### config.mk
export PLATFORM = sky130hd
export DESIGN_NAME = fpnew_ordered_arbiter
export DESIGN_NICKNAME = d
export VERILOG_FILES = /design/src/rtl/fpnew_ordered_arbiter.sv
export SDC_FILE = /design/constraint.sdc
export NUM_CORES = 1
export LEC_CHECK = 0
export BUFFER_PORTS_ARGS = -buffer_cell sky130_fd_sc_hd__buf_2
export CORE_AREA = 3 3 172 174
export DETAILED_ROUTE_END_ITERATION = 10
export DIE_AREA = 0 0 175 177
export SYNTH_ARGS = -nofsm -noshare
export SYNTH_HDL_FRONTEND = slang
export SYNTH_SLANG_ARGS = --single-unit
### constraint.sdc
create_clock -name clk_i -period 4.2 [get_ports clk_i]
set_clock_uncertainty 0.1 [all_clocks]
set_input_delay 0.21 -clock clk_i [delete_from_list [all_inputs] [get_ports clk_i]]
set_output_delay 0.21 -clock clk_i [all_outputs]
set_load 0.02 [all_outputs]
### src/rtl/fpnew_ordered_arbiter.sv
// Reorders results from parallel FP units back into dispatch order.
// A small index FIFO records which unit received each operation; only the oldest unit's result is accepted.
module fpnew_ordered_arbiter #(
   parameter int unsigned NumIn    = 5,
   parameter int unsigned Width    = 64,
   parameter int unsigned TagWidth = 1,
   parameter int unsigned Depth    = 4,
   parameter int unsigned OutReg   = 1,
   localparam int unsigned IdxW    = (NumIn > 1) ? $clog2(NumIn) : 1,
   localparam int unsigned CntW    = $clog2(Depth + 1)
) (
   input  logic                               clk_i,
   input  logic                               rst_i,
   input  logic                               flush_i,
   input  logic                               issue_valid_i,
   input  logic [IdxW-1:0]                    issue_idx_i,
   output logic                               issue_ready_o,
   input  logic [NumIn-1:0]                   in_valid_i,
   output logic [NumIn-1:0]                   in_ready_o,
   input  logic [NumIn-1:0][Width-1:0]        in_result_i,
   input  logic [NumIn-1:0][4:0]              in_status_i,
   input  logic [NumIn-1:0][TagWidth-1:0]     in_tag_i,
   output logic                               out_valid_o,
   input  logic                               out_ready_i,
   output logic [Width-1:0]                   result_o,
   output logic [4:0]                         status_o,
   output logic [TagWidth-1:0]                tag_o,
   output logic                               busy_o,
   output logic [CntW-1:0]                    count_o
);

   localparam int unsigned PtrW = (Depth > 1) ? $clog2(Depth) : 1;

   logic [IdxW-1:0]     fifo_q [Depth];
   logic [PtrW-1:0]     wrPtr_q, wrPtr_d, rdPtr_q, rdPtr_d;
   logic [CntW-1:0]     count_q, count_d;
   logic [IdxW-1:0]     head;
   logic                notEmpty, outFree, push, pop;
   logic [NumIn-1:0]    headSel;
   logic [Width-1:0]    headResult;
   logic [4:0]          headStatus;
   logic [TagWidth-1:0] headTag;

   function automatic logic [PtrW-1:0] nextPtr(input logic [PtrW-1:0] p);
      return (p == PtrW'(Depth - 1)) ? '0 : p + 1'b1;
   endfunction

   assign notEmpty      = (count_q != '0);
   assign head          = fifo_q[rdPtr_q];
   assign issue_ready_o = (count_q < CntW'(Depth)) && !flush_i;
   assign push          = issue_valid_i && issue_ready_o;

   // One-hot head selection keeps an out-of-range index from addressing a missing unit.
   always_comb begin
      headSel = '0;
      for (int i = 0; i < int'(NumIn); i++) begin
         headSel[i] = notEmpty && (head == IdxW'(i));
      end
   end

   assign in_ready_o = (outFree && !flush_i) ? headSel : '0;
   assign pop        = |(in_valid_i & in_ready_o);

   always_comb begin
      headResult = '0;
      headStatus = '0;
      headTag    = '0;
      for (int i = 0; i < int'(NumIn); i++) begin
         if (headSel[i]) begin
            headResult = in_result_i[i];
            headStatus = in_status_i[i];
            headTag    = in_tag_i[i];
         end
      end
   end

   always_comb begin
      wrPtr_d = wrPtr_q;
      rdPtr_d = rdPtr_q;
      count_d = count_q;
      if (flush_i) begin
         wrPtr_d = '0;
         rdPtr_d = '0;
         count_d = '0;
      end else begin
         if (push) wrPtr_d = nextPtr(wrPtr_q);
         if (pop)  rdPtr_d = nextPtr(rdPtr_q);
         case ({push, pop})
            2'b10:   count_d = count_q + 1'b1;
            2'b01:   count_d = count_q - 1'b1;
            default: count_d = count_q;
         endcase
      end
   end

   always_ff @(posedge clk_i or posedge rst_i) begin
      if (rst_i) begin
         wrPtr_q <= '0;
         rdPtr_q <= '0;
         count_q <= '0;
      end else begin
         wrPtr_q <= wrPtr_d;
         rdPtr_q <= rdPtr_d;
         count_q <= count_d;
      end
   end

   // Index storage needs no reset: entries are only read while count says they are valid.
   always_ff @(posedge clk_i) begin
      if (push) fifo_q[wrPtr_q] <= issue_idx_i;
   end

   if (OutReg != 0) begin : gen_out_reg
      logic                outValid_q;
      logic [Width-1:0]    result_q;
      logic [4:0]          status_q;
      logic [TagWidth-1:0] tag_q;

      assign outFree = !outValid_q || out_ready_i;

      always_ff @(posedge clk_i or posedge rst_i) begin
         if (rst_i) begin
            outValid_q <= 1'b0;
            result_q   <= '0;
            status_q   <= '0;
            tag_q      <= '0;
         end else if (flush_i) begin
            outValid_q <= 1'b0;
         end else if (pop) begin
            outValid_q <= 1'b1;
            result_q   <= headResult;
            status_q   <= headStatus;
            tag_q      <= headTag;
         end else if (out_ready_i) begin
            outValid_q <= 1'b0;
         end
      end

      assign out_valid_o = outValid_q;
      assign result_o    = result_q;
      assign status_o    = status_q;
      assign tag_o       = tag_q;
   end else begin : gen_pass
      assign outFree     = out_ready_i;
      assign out_valid_o = notEmpty && (|(in_valid_i & headSel)) && !flush_i;
      assign result_o    = headResult;
      assign status_o    = headStatus;
      assign tag_o       = headTag;
   end

   assign busy_o  = notEmpty || out_valid_o;
   assign count_o = count_q;

   issueIdxInRange: assert property (@(posedge clk_i) disable iff (rst_i)
      issue_valid_i |-> (int'(issue_idx_i) < int'(NumIn)));

endmodule

==> qor.txt <==
Starting Density -> 19.85%
kind of critical path -> register to register
period utilization -> 86.58%
Crit Path Max Fanout -> 23
fill count -> 3,018
first-pass GRT wire length -> 37,690 microns
I/O pins -> 444
Lkg Pwr -> 4.351 nW
Clk pin slew, worst setup/hold paths -> 0.07 ns
crit path time final -> 3.636 ns
post-cts repair resize count -> 0
CP bufs+invs -> 0
CP top delay family -> simple AND/OR/NAND/NOR gates
DR vias -> 6,493
Hold Crit Class -> input pin to async pin
relative slew slack -> 32.02%
Clock Path Buffers -> 2
H-tree lvl count -> 3
die area -> 30,980 sq um
final setup fails -> 0
first drt pass iteration count -> 6
GRT Total Usage -> 15.81%
worst ir drop on vdd -> 0.0001573 V
Sum Neg Setup Slack -> 0 ns
flops & latches, synth -> 90
Max Fclk -> 0.2750 GHz
hpwl dp -> 20,880 microns
crit start category -> register
Mapped Nets -> 925
Post-DRT Antenna Nets -> 0
die extent in x -> 175 microns
number of antenna violations at the first check in global routing -> 1
number of CTS-inserted buffers -> 9
clock insertion delay at the later pin of the skew report -> 0.35 ns
worst path cell trace -> mux4_2, or4b_1, o31a_1, a211o_4, nor2_1, fa_1, nand2b_1, nor2_1, mux2i_1, o311ai_1
worst stage delay on the critical path -> 0.68 ns
slowest stage cell, crit path -> mux4_2
WHS -> 0.0003539 ns
Finished Layout Cells -> 1,353
layout cells sized above 1 -> 49.79%
Initial DRC Count -> 421
Cell Rows -> 61
R2R Path Start -> rdPtr_q[0]
post-placement cell count -> 1,333
top cells by area, synth -> dfrtp_1, mux2i_1, edfxtp_1, o2bb2ai_1, a222oi_1
final worst slack -> 0.5636 ns
CORE AREA -> 27,930 sq um
post-synthesis cell type count -> 42
syn avg cell area -> 9.971 sq um
final wirelength -> 26,090 microns
Yosys Warn Count -> 0
commonest non-fill, non-tap cell in the layout -> buf_2
drt wl/cell -> 19.28 microns
Critical Path RT -> 4.30 ns
Nets -> 1,338
Cell Area, Synth -> 5544 sq um
PwrDens -> 466.4 nW/um^2
most frequent cells in the layout -> buf_2, dfrtp_1, mux2i_1, nand2_1, o2bb2ai_1
DRC errors left -> 0
Synth top area share -> 35.21%
actual slew at the worst max-slew pin -> 1.020 ns
GP Congestion -> 0.8403
IO Port Bufs -> 443
clock net sink count -> 90
final slew viol count -> 0
Overflow after GRT -> 0
vias in the first global route -> 6,617
Layout area overhead -> 52.31%
outcome -> finished clean
crit path DAT -> 3.73 ns
cell mode on critical path -> nor2_1
RSZ-0062 raised after global routing -> false
Setup crit start -> rdPtr_q[0]
post-synthesis cell count -> 556
clock root cell -> clkbuf_16
worst slack at placement -> 0.5627 ns
Final Hold Viols -> 0
Seq/Total Area, Yosys -> 41.71%
vias per cell -> 4.799
area leader, netlist -> dfrtp_1
largest net degree at the start of global routing -> 79
CTS tree -> yes
MaxCap Viol Count -> 0
Die H -> 177 microns
critical path endpoint category -> register
per-layer routing:
| metal | vias to the layer above | GRT usage [%] | wire length (microns) |
|---|---|---|---|
| li1 | 3047 | - | - |
| met1 | 3042 | 17.47 | 9808 |
| met2 | 360 | 29.36 | 13380 |
| met3 | 44 | 3.647 | 1998 |
| met4 | 0 | 6.117 | 905 |
| met5 | - | 0 | 0 |
path summary, 6_finish.rpt:
| check | to | slack, ns | cells past startpoint |
|---|---|---|---|
| min in group clk_i | result_o[59] | 0.05 | 3 |
| max in group asynchronous | status_o[3] | 3.32 | 2 |
| worst min register to register | result_o[6] | 0.37 | 1 |
| worst min-delay path | result_o[54] | 0.0004 | 2 |
| worst max-delay path | count_o[1] | 0.56 | 10 |
| worst max register to register | count_o[1] | 0.56 | 10 |
cells in the mapped netlist:
cell type   n
edfxtp_1   12
nor3_1      3
buf_2       2
xnor2_1     1
a22oi_1    30
or3_1       1
o21ai_0    33
nand2_1    44
and2_1      2
a32oi_1     1
or4b_1      1
clkbuf_1   51
o31ai_1    11
a31oi_1     1
xnor3_1     1
a211o_1     1
nor4_1      3
fa_1        1
or2_2       1
a21o_1     30
buf_1       3
a221oi_1   30
a21oi_1    31
a222oi_1   30
and3_1      4
or4_1       1
mux2_2      1
buf_6       4
mux4_2      3
o2bb2ai_1  40
inv_1       5
nor2_1     19
nand3b_1    2
nand2b_1    7
o31a_1      1
ha_1        5
nor2b_1     6
dfrtp_1    78
mux2i_1    44
nand3_1     1
a211oi_1   10
o311ai_1    1
registers in the layout (all words and copies together), names as in the netlist:
name and count:
result_o 64, fifo_q 12, status_o 5, count_o 3
rdPtr_q 2, wrPtr_q 2, out_valid_o 1, tag_o 1
through the flow:
stage          util, %  total power, W  area, sq um
2_1_floorplan        -        0.002413         5544
3_3_place_gp     29.14        0.003184         8140
3_5_place_dp     29.14        0.003216         8140
4_1_cts          30.22        0.004021         8442
5_1_grt          30.23        0.004210         8444
6_report         30.23        0.003938         8444
cells by family after synthesis:
| kind of cell | after synthesis | synth area share (%) |
|---|---|---|
| multiplexers | 48 | 9.366 |
| AO/OA/AOI/OAI | 250 | 33.97 |
| adder cells (fa/ha/maj) | 6 | 1.490 |
| flip-flops | 90 | 41.71 |
| AND/OR/NAND/NOR | 95 | 7.921 |
| buffers and inverters | 65 | 4.987 |
| XOR/XNOR | 2 | 0.5642 |
power breakdown:
group          total [W]  internal, W  switching [W]
logic            0.00184     0.000710        0.00113
clock network   0.000773     0.000403       0.000370
registers        0.00132      0.00116       0.000160
total            0.00394      0.00228        0.00166
final cells by class:
| class | instances | area [sq um] | share of cell area, % |
|---|---|---|---|
| Multi-Input combinational cell | 401 | 2984 | 35.34 |
| Clock inverter | 6 | 42.54 | 0.5038 |
| Sequential cell | 90 | 2312 | 27.38 |
| Tap cell | 378 | 473.0 | 5.601 |
| Inverter | 5 | 21.27 | 0.2519 |
| Clock buffer | 10 | 229.0 | 2.712 |
| Antenna cell | 1 | 2.502 | 0.02963 |
| Timing Repair Buffer | 462 | 2380 | 28.18 |
repair_timing:
item	in CTS	in global routing
endpoints found under the hold margin	12	0
hold buffers	3	0
setup buffers	0	0
Note: power is estimated with default switching activity, not from simulation.
